File: config.mk
export PLATFORM = sky130hd
export DESIGN_NAME = lv8_encode_loader_flat
export DESIGN_NICKNAME = d
export VERILOG_FILES = /design/src/rtl/lv8_pkg.sv /design/src/rtl/lv8_encode_loader_if.sv /design/src/rtl/lv8_encode.sv /design/src/rtl/lv8_encode_loader.sv /design/src/flat_wrapper.sv
export SDC_FILE = /design/constraint.sdc
export NUM_CORES = 1
export LEC_CHECK = 0
export ABC_CLOCK_PERIOD_IN_PS = 2100
export CORE_MARGIN = 5
export CORE_UTILIZATION = 42
export CTS_CLUSTER_SIZE = 16
export DETAILED_ROUTE_END_ITERATION = 7
export GPL_ROUTABILITY_DRIVEN = 0
export MAX_ROUTING_LAYER = met4
export PLACE_DENSITY = 0.86
export SLEW_MARGIN = 40
export SYNTH_ARGS = -nofsm -noshare
export SYNTH_HDL_FRONTEND = slang
export SYNTH_SLANG_ARGS = --single-unit
File: constraint.sdc
create_clock -name clk -period 2.1 [get_ports clk]
set_input_delay 0.42 -clock clk [delete_from_list [all_inputs] [get_ports clk]]
set_output_delay 0.42 -clock clk [all_outputs]
set_load 0.02 [all_outputs]
File: src/rtl/lv8_pkg.sv
// LEGv8 operation codes, opcode field constants and immediate widths shared
// by the instruction encoder and the CPU decoder.
package lv8_pkg;

  typedef enum logic [3:0] {
    OP_ADDI  = 4'd0,
    OP_B     = 4'd1,
    OP_LDUR  = 4'd2,
    OP_STUR  = 4'd3,
    OP_ADDS  = 4'd4,
    OP_SUBS  = 4'd5,
    OP_CBZ   = 4'd6,
    OP_BCOND = 4'd7,
    OP_BL    = 4'd8,
    OP_BR    = 4'd9
  } lv8_op_e;

  localparam logic [10:0] OPC_LDUR  = 11'b11111000010;
  localparam logic [10:0] OPC_STUR  = 11'b11111000000;
  localparam logic [10:0] OPC_ADDS  = 11'b10101011000;
  localparam logic [10:0] OPC_SUBS  = 11'b11101011000;
  localparam logic [10:0] OPC_BR    = 11'b11010110000;
  localparam logic [9:0]  OPC_ADDI  = 10'b1001000100;
  localparam logic [7:0]  OPC_CBZ   = 8'b10110100;
  localparam logic [7:0]  OPC_BCOND = 8'b01010100;
  localparam logic [5:0]  OPC_B     = 6'b000101;
  localparam logic [5:0]  OPC_BL    = 6'b100101;

  localparam int unsigned IMM_ADDI_W = 12;
  localparam int unsigned IMM_DT_W   = 9;
  localparam int unsigned IMM_CB_W   = 19;
  localparam int unsigned IMM_BR_W   = 26;

  // True when v is representable as a w-bit two's-complement value.
  function automatic logic fits_signed(input logic signed [31:0] v, input int unsigned w);
    logic signed [31:0] lim;
    lim = 32'sd1 <<< (w - 1);
    return (v >= -lim) && (v < lim);
  endfunction

endpackage

File: src/rtl/lv8_encode_loader_if.sv
// Operation request channel plus instruction-memory write channel of the loader.
interface lv8_encode_loader_if #(
  parameter int unsigned ADDR_W = 10
);
  logic              op_valid;
  logic              op_ready;
  logic [3:0]        op_code;
  logic [4:0]        rd;
  logic [4:0]        rn;
  logic [4:0]        rm;
  logic [31:0]       imm;
  logic              wr_valid;
  logic              wr_ready;
  logic [ADDR_W-1:0] wr_addr;
  logic [31:0]       wr_data;

  modport master (
    output op_valid, op_code, rd, rn, rm, imm, wr_ready,
    input  op_ready, wr_valid, wr_addr, wr_data
  );

  modport slave (
    input  op_valid, op_code, rd, rn, rm, imm, wr_ready,
    output op_ready, wr_valid, wr_addr, wr_data
  );
endinterface

File: src/rtl/lv8_encode.sv
// Combinational LEGv8 encoder: symbolic op and fields to a 32-bit word,
// with a legality flag covering op code, immediate range and condition code.
module lv8_encode
  import lv8_pkg::*;
(
  input  logic [3:0]  op_code,
  input  logic [4:0]  rd,
  input  logic [4:0]  rn,
  input  logic [4:0]  rm,
  input  logic [31:0] imm,
  output logic [31:0] word,
  output logic        legal
);

  logic signed [31:0] simm;
  assign simm = signed'(imm);

  always_comb begin
    word  = '0;
    legal = 1'b0;
    case (op_code)
      OP_ADDI: begin
        word  = {OPC_ADDI, imm[IMM_ADDI_W-1:0], rn, rd};
        legal = (imm[31:IMM_ADDI_W] == '0);
      end
      OP_B: begin
        word  = {OPC_B, imm[IMM_BR_W-1:0]};
        legal = fits_signed(simm, IMM_BR_W);
      end
      OP_BL: begin
        word  = {OPC_BL, imm[IMM_BR_W-1:0]};
        legal = fits_signed(simm, IMM_BR_W);
      end
      OP_LDUR: begin
        word  = {OPC_LDUR, imm[IMM_DT_W-1:0], 2'b00, rn, rd};
        legal = fits_signed(simm, IMM_DT_W);
      end
      OP_STUR: begin
        word  = {OPC_STUR, imm[IMM_DT_W-1:0], 2'b00, rn, rd};
        legal = fits_signed(simm, IMM_DT_W);
      end
      OP_ADDS: begin
        word  = {OPC_ADDS, rm, 6'b000000, rn, rd};
        legal = 1'b1;
      end
      OP_SUBS: begin
        word  = {OPC_SUBS, rm, 6'b000000, rn, rd};
        legal = 1'b1;
      end
      OP_CBZ: begin
        word  = {OPC_CBZ, imm[IMM_CB_W-1:0], rd};
        legal = fits_signed(simm, IMM_CB_W);
      end
      OP_BCOND: begin
        // rd carries the 4-bit condition code here
        word  = {OPC_BCOND, imm[IMM_CB_W-1:0], rd};
        legal = fits_signed(simm, IMM_CB_W) && !rd[4];
      end
      OP_BR: begin
        word  = {OPC_BR, 16'h0000, rd};
        legal = 1'b1;
      end
      default: begin
        word  = '0;
        legal = 1'b0;
      end
    endcase
  end

endmodule

File: src/rtl/lv8_encode_loader.sv
// Program loader: encodes accepted LEGv8 ops and streams them into
// instruction memory at consecutive word addresses from 0 after start.
module lv8_encode_loader
  import lv8_pkg::*;
#(
  parameter int unsigned DEPTH  = 1024,
  parameter int unsigned ADDR_W = $clog2(DEPTH)
) (
  input  logic                 clk,
  input  logic                 reset,
  input  logic                 start,
  lv8_encode_loader_if.slave   bus,
  output logic                 busy,
  output logic                 full,
  output logic [ADDR_W:0]      words,
  output logic                 err,
  output logic [7:0]           err_cnt
);

  typedef enum logic [1:0] {S_IDLE, S_LOAD, S_FULL} state_e;

  state_e      state;
  logic [31:0] enc_word;
  logic        enc_legal;
  logic        last_slot;
  logic        wr_fire;
  logic        op_fire;

  lv8_encode u_encode (
    .op_code (bus.op_code),
    .rd      (bus.rd),
    .rn      (bus.rn),
    .rm      (bus.rm),
    .imm     (bus.imm),
    .word    (enc_word),
    .legal   (enc_legal)
  );

  assign last_slot = (bus.wr_addr == ADDR_W'(DEPTH - 1));
  // While the last slot is pending no new op is taken, so none is dropped on entering FULL.
  assign bus.op_ready = (state == S_LOAD) && (!bus.wr_valid || (bus.wr_ready && !last_slot));
  assign wr_fire      = bus.wr_valid && bus.wr_ready;
  assign op_fire      = bus.op_valid && bus.op_ready;
  assign busy         = (state == S_LOAD);
  assign full         = (state == S_FULL);

  // FSM, single-entry output register and counters.
  always_ff @(posedge clk) begin
    if (reset) begin
      state        <= S_IDLE;
      bus.wr_valid <= 1'b0;
      bus.wr_addr  <= '0;
      bus.wr_data  <= '0;
      words        <= '0;
      err          <= 1'b0;
      err_cnt      <= '0;
    end else if (start) begin
      state        <= S_LOAD;
      bus.wr_valid <= 1'b0;
      bus.wr_addr  <= '0;
      words        <= '0;
      err          <= 1'b0;
      err_cnt      <= '0;
    end else begin
      if (wr_fire) begin
        bus.wr_valid <= 1'b0;
        words        <= words + (ADDR_W+1)'(1);
        if (last_slot) begin
          bus.wr_addr <= '0;
          state       <= S_FULL;
        end else begin
          bus.wr_addr <= bus.wr_addr + ADDR_W'(1);
        end
      end
      if (op_fire) begin
        if (enc_legal) begin
          bus.wr_valid <= 1'b1;
          bus.wr_data  <= enc_word;
        end else begin
          err <= 1'b1;
          if (err_cnt != 8'hFF) err_cnt <= err_cnt + 8'd1;
        end
      end
    end
  end

endmodule
File: src/flat_wrapper.sv
// flat-port wrapper written by rule: the top's interface ports become plain ports
module lv8_encode_loader_flat import lv8_pkg::*;
#(
  parameter int unsigned DEPTH  = 1024,
  parameter int unsigned ADDR_W = $clog2(DEPTH)
)
  (clk, reset, start, busy, full, words, err, err_cnt, bus_op_valid, bus_op_code, bus_rd, bus_rn, bus_rm, bus_imm, bus_wr_ready, bus_op_ready, bus_wr_valid, bus_wr_addr, bus_wr_data);
  lv8_encode_loader_if #(.ADDR_W(ADDR_W)) bus_i ();
  input  logic clk;
  input  logic reset;
  input  logic start;
  output logic busy;
  output logic full;
  output logic [ADDR_W:0] words;
  output logic err;
  output logic [7:0] err_cnt;
  input wire logic [$bits(bus_i.op_valid)-1:0] bus_op_valid;
  input wire logic [$bits(bus_i.op_code)-1:0] bus_op_code;
  input wire logic [$bits(bus_i.rd)-1:0] bus_rd;
  input wire logic [$bits(bus_i.rn)-1:0] bus_rn;
  input wire logic [$bits(bus_i.rm)-1:0] bus_rm;
  input wire logic [$bits(bus_i.imm)-1:0] bus_imm;
  input wire logic [$bits(bus_i.wr_ready)-1:0] bus_wr_ready;
  output wire logic [$bits(bus_i.op_ready)-1:0] bus_op_ready;
  output wire logic [$bits(bus_i.wr_valid)-1:0] bus_wr_valid;
  output wire logic [$bits(bus_i.wr_addr)-1:0] bus_wr_addr;
  output wire logic [$bits(bus_i.wr_data)-1:0] bus_wr_data;
  assign bus_i.op_valid = bus_op_valid;
  assign bus_i.op_code = bus_op_code;
  assign bus_i.rd = bus_rd;
  assign bus_i.rn = bus_rn;
  assign bus_i.rm = bus_rm;
  assign bus_i.imm = bus_imm;
  assign bus_i.wr_ready = bus_wr_ready;
  assign bus_op_ready = bus_i.op_ready;
  assign bus_wr_valid = bus_i.wr_valid;
  assign bus_wr_addr = bus_i.wr_addr;
  assign bus_wr_data = bus_i.wr_data;
  lv8_encode_loader #(.DEPTH(DEPTH), .ADDR_W(ADDR_W)) u_core (.clk(clk), .reset(reset), .start(start), .bus(bus_i), .busy(busy), .full(full), .words(words), .err(err), .err_cnt(err_cnt));
endmodule
==> After elaboration in Yosys (flattened, before gate mapping) <==
Index checks and enable logic that the tools add are counted.
{ "op_classes": {"muxes": 9, "add_sub_neg": 3, "n_bitwise": 2, "n_eq_ne": 13, "reduce_logical": 25, "magnitude_cmp": 6} }
{ "op_table": {"columns": ["op", "count"], "rows": [
  ["32-bit one-hot mux with 10 select lines", 1],
  ["32-bit by 19-bit greater-or-equal comparator with 1-bit output (second input constant)", 1],
  ["32-bit by 26-bit greater-or-equal comparator with 1-bit output (second input constant)", 1],
  ["32-bit by 9-bit greater-or-equal comparator with 1-bit output (second input constant)", 1],
  ["32-bit by 10-bit less-than comparator with 1-bit output (second input constant)", 1],
  ["32-bit by 20-bit less-than comparator with 1-bit output (second input constant)", 1],
  ["32-bit by 27-bit less-than comparator with 1-bit output (second input constant)", 1],
  ["20-bit zero test", 1],
  ["4-bit by 3-bit equality test with 1-bit output (second input constant)", 4],
  ["11-bit by 1-bit adder with 11-bit output (second input constant)", 1],
  ["10-bit by 1-bit adder with 10-bit output (second input constant)", 1],
  ["10-bit equality test (second input constant)", 1],
  ["10-bit two-way mux", 1],
  ["8-bit by 1-bit adder with 8-bit output (second input constant)", 1],
  ["4-bit by 2-bit equality test with 1-bit output (second input constant)", 2],
  ["4-bit equality test (second input constant)", 2],
  ["1-bit logical AND", 8],
  ["8-bit != test (second input constant)", 1],
  ["1-bit two-way mux", 6],
  ["1-bit one-hot mux with 6 select lines", 1],
  ["2-bit AND reduction", 3],
  ["3-bit AND reduction", 2],
  ["2-bit OR reduction", 3],
  ["4-bit by 1-bit equality test with 1-bit output (second input constant)", 1],
  ["8 further kinds", 12]
]} }
{ "totals": {"wordCells": 66, "register_bits": 65, "input_bits": 56} }

==> Logic depth before layout (Yosys ltp) <==
{ "depth": {"word_depth": 7, "depth_mapped": 9, "depth_no_buf": 7} }

==> By module <==
A second synthesis with hierarchy kept.
{ "unflattened": {"hier_cells": 471, "hier_area_um2": 3976.3} }
{ "modules_own_cells": {"columns": ["mod", "cells_per_inst", "instances", "area_each_um2", "seq_area_each_um2"], "rows": [
  ["lv8_encode_loader", 323, 1, 3007.9, 1301.2],
  ["lv8_encode", 148, 1, 968.4, 0.0]
]} }

==> Worst setup path after synthesis <==
Ideal clock, no wire load.
{ "synth_path": {"path_kind": "register to register", "startpoint": "reg u_core.bus.wr_addr[0]", "endpoint": "reg u_core.bus.wr_data[25]", "setup_time_ps": 70, "n_path_buf": 1, "setup_slack_ps": -224, "path_stages_with_launch": 9, "t_arrival_ps": 2253, "path_cell_list": "dfxtp_1 > ha_1 > nand3_1 > o31ai_2 > a2111oi_4 > o311ai_2 > buf_2 > a211o_1 > a21oi_1"} }
{ "synth_via": {"elab_chain_len": 7} }
{ "synth_lines": {"columns": ["element", "line_no", "text"], "rows": [
  ["from (decl)", "lv8_encode_loader_if.sv:24", "output op_ready, wr_valid, wr_addr, wr_data"],
  ["from (signal assigned)", "lv8_encode_loader.sv:72", "bus.wr_addr <= bus.wr_addr + ADDR_W'(1);"],
  ["10-bit equality test", "lv8_encode_loader.sv:39", "assign last_slot = (bus.wr_addr == ADDR_W'(DEPTH - 1));"],
  ["1-bit zero test", "lv8_encode_loader.sv:41", "assign bus.op_ready = (state == S_LOAD) && (!bus.wr_valid || (bus.wr_ready && !last_slot));"],
  ["1-bit logical AND", "lv8_encode_loader.sv:41", null],
  ["1-bit logical OR", "lv8_encode_loader.sv:41", null],
  ["1-bit logical AND", "lv8_encode_loader.sv:41", null],
  ["1-bit logical AND", "lv8_encode_loader.sv:43", "assign op_fire = bus.op_valid && bus.op_ready;"],
  ["3-bit AND reduction (no line)", null, null],
  ["to (signal assigned)", "lv8_encode_loader.sv:78", "bus.wr_data <= enc_word;"],
  ["to (decl)", "lv8_encode_loader_if.sv:24", null]
]} }
Every way passes these cells.
A chain may end at the register's enable or synchronous reset.

==> Worst setup path after layout <==
{ "layout_path": {"startpoint": "reg u_core.err_cnt[0]", "endpoint": "reg u_core.err_cnt[7]"} }
{ "layout_via": {"elab_chain_len": 2, "word_cells_on_any_way": 3, "cone_classes": "1 x add/sub; 1 x eq/ne; 1 x reduce/logical"} }
{ "layout_lines": {"columns": ["element", "line_no", "text"], "rows": [
  ["from (decl)", "lv8_encode_loader.sv:17", "output logic [7:0] err_cnt"],
  ["from (signal assigned)", "lv8_encode_loader.sv:81", "if (err_cnt != 8'hFF) err_cnt <= err_cnt + 8'd1;"],
  ["parallel branches: the longest is 2 deep, another holds 8-bit by 1-bit adder with 8-bit output", null, null]
]} }
Parallel ways; which one is timed is not known.

==> reports/results.txt <==
Status - finished, violations left
Violated checks - negative setup slack
Syn-to-layout area delta - 68.2%
Top-count cell post-synth - dfxtp_1
Die Span Y - 105 um
Final instance area - 6420 um2
Layout Skew - 0.00893 ns
Worst-skew pair later-pin latency - 0.35 ns
Dpl hpwl - 10.6 mm
Total die area - 11100 um2
# clock sinks - 65
Chip width - 105 um
Core area - 8810 um2
Post-Synth Adder-Cell Area - 0.983%
Cell Area, Placed - 5810 um2
Mapped Area - 3820 um2
Post-synth top area cell - dfxtp_1
Worst slew pin tran - 0.602 ns
First-pass GRT wire length - 25.0 mm
Syn_nets - 498
Number of max-cap violations - 0
Crit Path Class - reg -> reg
Fmax achieved - 455 MHz
Synth Flop Type - dfxtp_1
Slew Viols, Final - 0
Hold Crit Class - reg -> reg
Io pins - 122
Syn. warnings - 0
Top cell type's share of synthesized area - 34.1%
Synth cell types - 66
Clock root buffer - clkbuf_8
VDD IR-drop max - 0.345 mV
Clock Path Buffers - 2
Total CTS buffers - 9
Setup TNS - -1.26 ns
Minimum clock period - 2.20 ns
WL per Instance - 22.3 um
Setup violators final - 30
Simple-gate share of the synthesized area - 26.5%
Vias - 4929
Post-route ant nets - 0
WHS Path Cells - 2
Sequential area share after synthesis - 34.1%
Final worst slack - -0.0985 ns
EDFF count, synth - 0
H-tree Lvls - 3
Iteration-0 DRC Markers - 779
Syn Inst Count - 439
Startpoint types - register
Layout cells sized above 1 - 30.0%
Largest family of logic cells by synthesized area - compound AO/OA/AOI/OAI gates
Fraction of registers with async set/reset - 0%
Synth Register Bits - 65
Synth top cells by count - dfxtp_1, nand2_1, a21oi_1
CP required - 2.39 ns
Vias in the first global route - 4711
Leading post-synthesis cells by cell area - dfxtp_1, and3b_1, a21oi_1
R2r worst-path depth - 7
Worst Path Arrival - 2.49 ns
Reg clk slew, reported paths - 0.08 ns
Total track usage - 28.6%
Antenna violations before repair - 1
IO Port Bufs - 121
Leakage - 0.00246 uW
Crit path max fanout - 2
Fin. Hold Viols - 0
P per Cell Area - 451 nW/um2
Post-Syn Area per Cell - 8.70 um2
Slew margin rel. - 59.8%
Total grt overflow - 0
Final period util - 105%
# fillers - 553
Detailed Routing Iterations Pass 1 - 7
Total power - 2890 uW
Post-Synth XOR/XNOR Area - 4.36%
Drt drc - 0
Via density - 6.44
Row count - 34
Initial Util - 43.4%
Pin count of the biggest net entering global routing - 41
Worst Setup End Kind - register
Layout net count - 710
Mux cell area share after synthesis - 2.36%
WL final - 17.1 mm
Synth Area in Compound Gates - 27.0%
CTS tree - done
RSZ-0062 raised after global routing - yes
==> critical path, stage by stage (launching register included) <==
cell and delay, ns:
dfxtp_2 0.32, ha_2 0.18, and4_1 0.22, a2111o_1 0.44, buf_6 0.16, or2_4 0.23
or4_4 0.43, a21oi_2 0.14
==> power breakdown <==
group,internal [uW],leakage [uW],switching (uW)
clock network,550,0.0000937,524
logic,270,0.00184,305
registers,1240,0.000528,6.67
==> layout make-up <==
cell class                 instances  area (um2)  share of cell area [%]
tap                              108         135                    2.10
sequential                        65        1320                    20.5
inverter                           7        26.3                   0.409
clock buffer                      11         131                    2.05
clock inverter                     5        56.3                   0.877
multi-input combinational        334        2560                    39.9
antenna                            1        2.50                  0.0390
timing repair buffer             234        2190                    34.2
==> kinds of logic after synthesis <==
kind of cell | count (synthesis)
compound gates | 130
flops | 65
mux | 9
simple gates | 173
fa+ha+maj | 3
buf+inv | 40
xor+xnor | 19
==> flip-flops by register name, indices dropped and copies added, names as in the netlist <==
register / cells
u_core.state: 2
u_core.bus.wr_addr: 10
u_core.err_cnt: 8
u_core.words: 11
u_core.bus.wr_valid: 1
u_core.bus.wr_data: 32
u_core.err: 1
==> final timing paths <==
kind | start | to | slack [ns]
worst max-delay path | u_core.err_cnt[0] | u_core.err_cnt[7] | -0.1
worst min-delay path | u_core.bus.wr_data[27] | u_core.bus.wr_data[27] | 0.48
worst max register to register | u_core.err_cnt[0] | u_core.err_cnt[7] | -0.1
worst min register to register | u_core.bus.wr_data[27] | u_core.bus.wr_data[27] | 0.48
==> cells in the final DEF (no fill, tap or decap), types with 5 or more instances in the layout <==
master,instances
o21ai_0,14
xor2_1,12
nand3_1,17
o211ai_1,8
dlygate4sd2_1,16
a211oi_2,17
and3b_1,20
a222oi_1,13
buf_6,14
nor2_1,31
clkbuf_8,9
nand4_1,8
xnor2_1,6
and3_1,8
a21oi_1,29
dfxtp_2,5
buf_4,89
a22oi_1,11
nand2_1,32
dlymetal6s2s_1,7
inv_1,6
dfxtp_1,58
a22o_1,5
mux2i_1,9
clkdlybuf4s50_1,89
nor3_1,5
==> per-stage QoR <==
stage / hold slack, ns / worst slack (ns) / utilization [%] / instances
after floorplan: 0.454 / -0.0262 / - / 439
after global placement: 0.440 / -0.620 / 66.0 / 730
after detailed placement: 0.452 / -0.671 / 66.0 / 730
after CTS: 0.463 / -0.0168 / 71.0 / 757
after global routing: 0.513 / -0.164 / 72.9 / 765
final: 0.479 / -0.0985 / 72.9 / 765
==> layer usage <==
metal / track usage (%) / share of wire, % / vias to the layer above
met3: 5.81 / 11 / 100
met2: 45.3 / 47 / 393
li1: - / - / 2108
met4: 12.9 / 5.6 / 0
met1: 35.2 / 37 / 2328
met5: - / 0 / -
==> what timing repair did <==
item                                    4_1_cts  5_1_grt
gates resized for setup                      70       37
setup buffers                                 7        6
endpoints found under the setup margin       43       43
cloned                                        4        1
hold buffers                                  0        0
pin swaps                                    32       16
(Power assumes the default switching activity.)
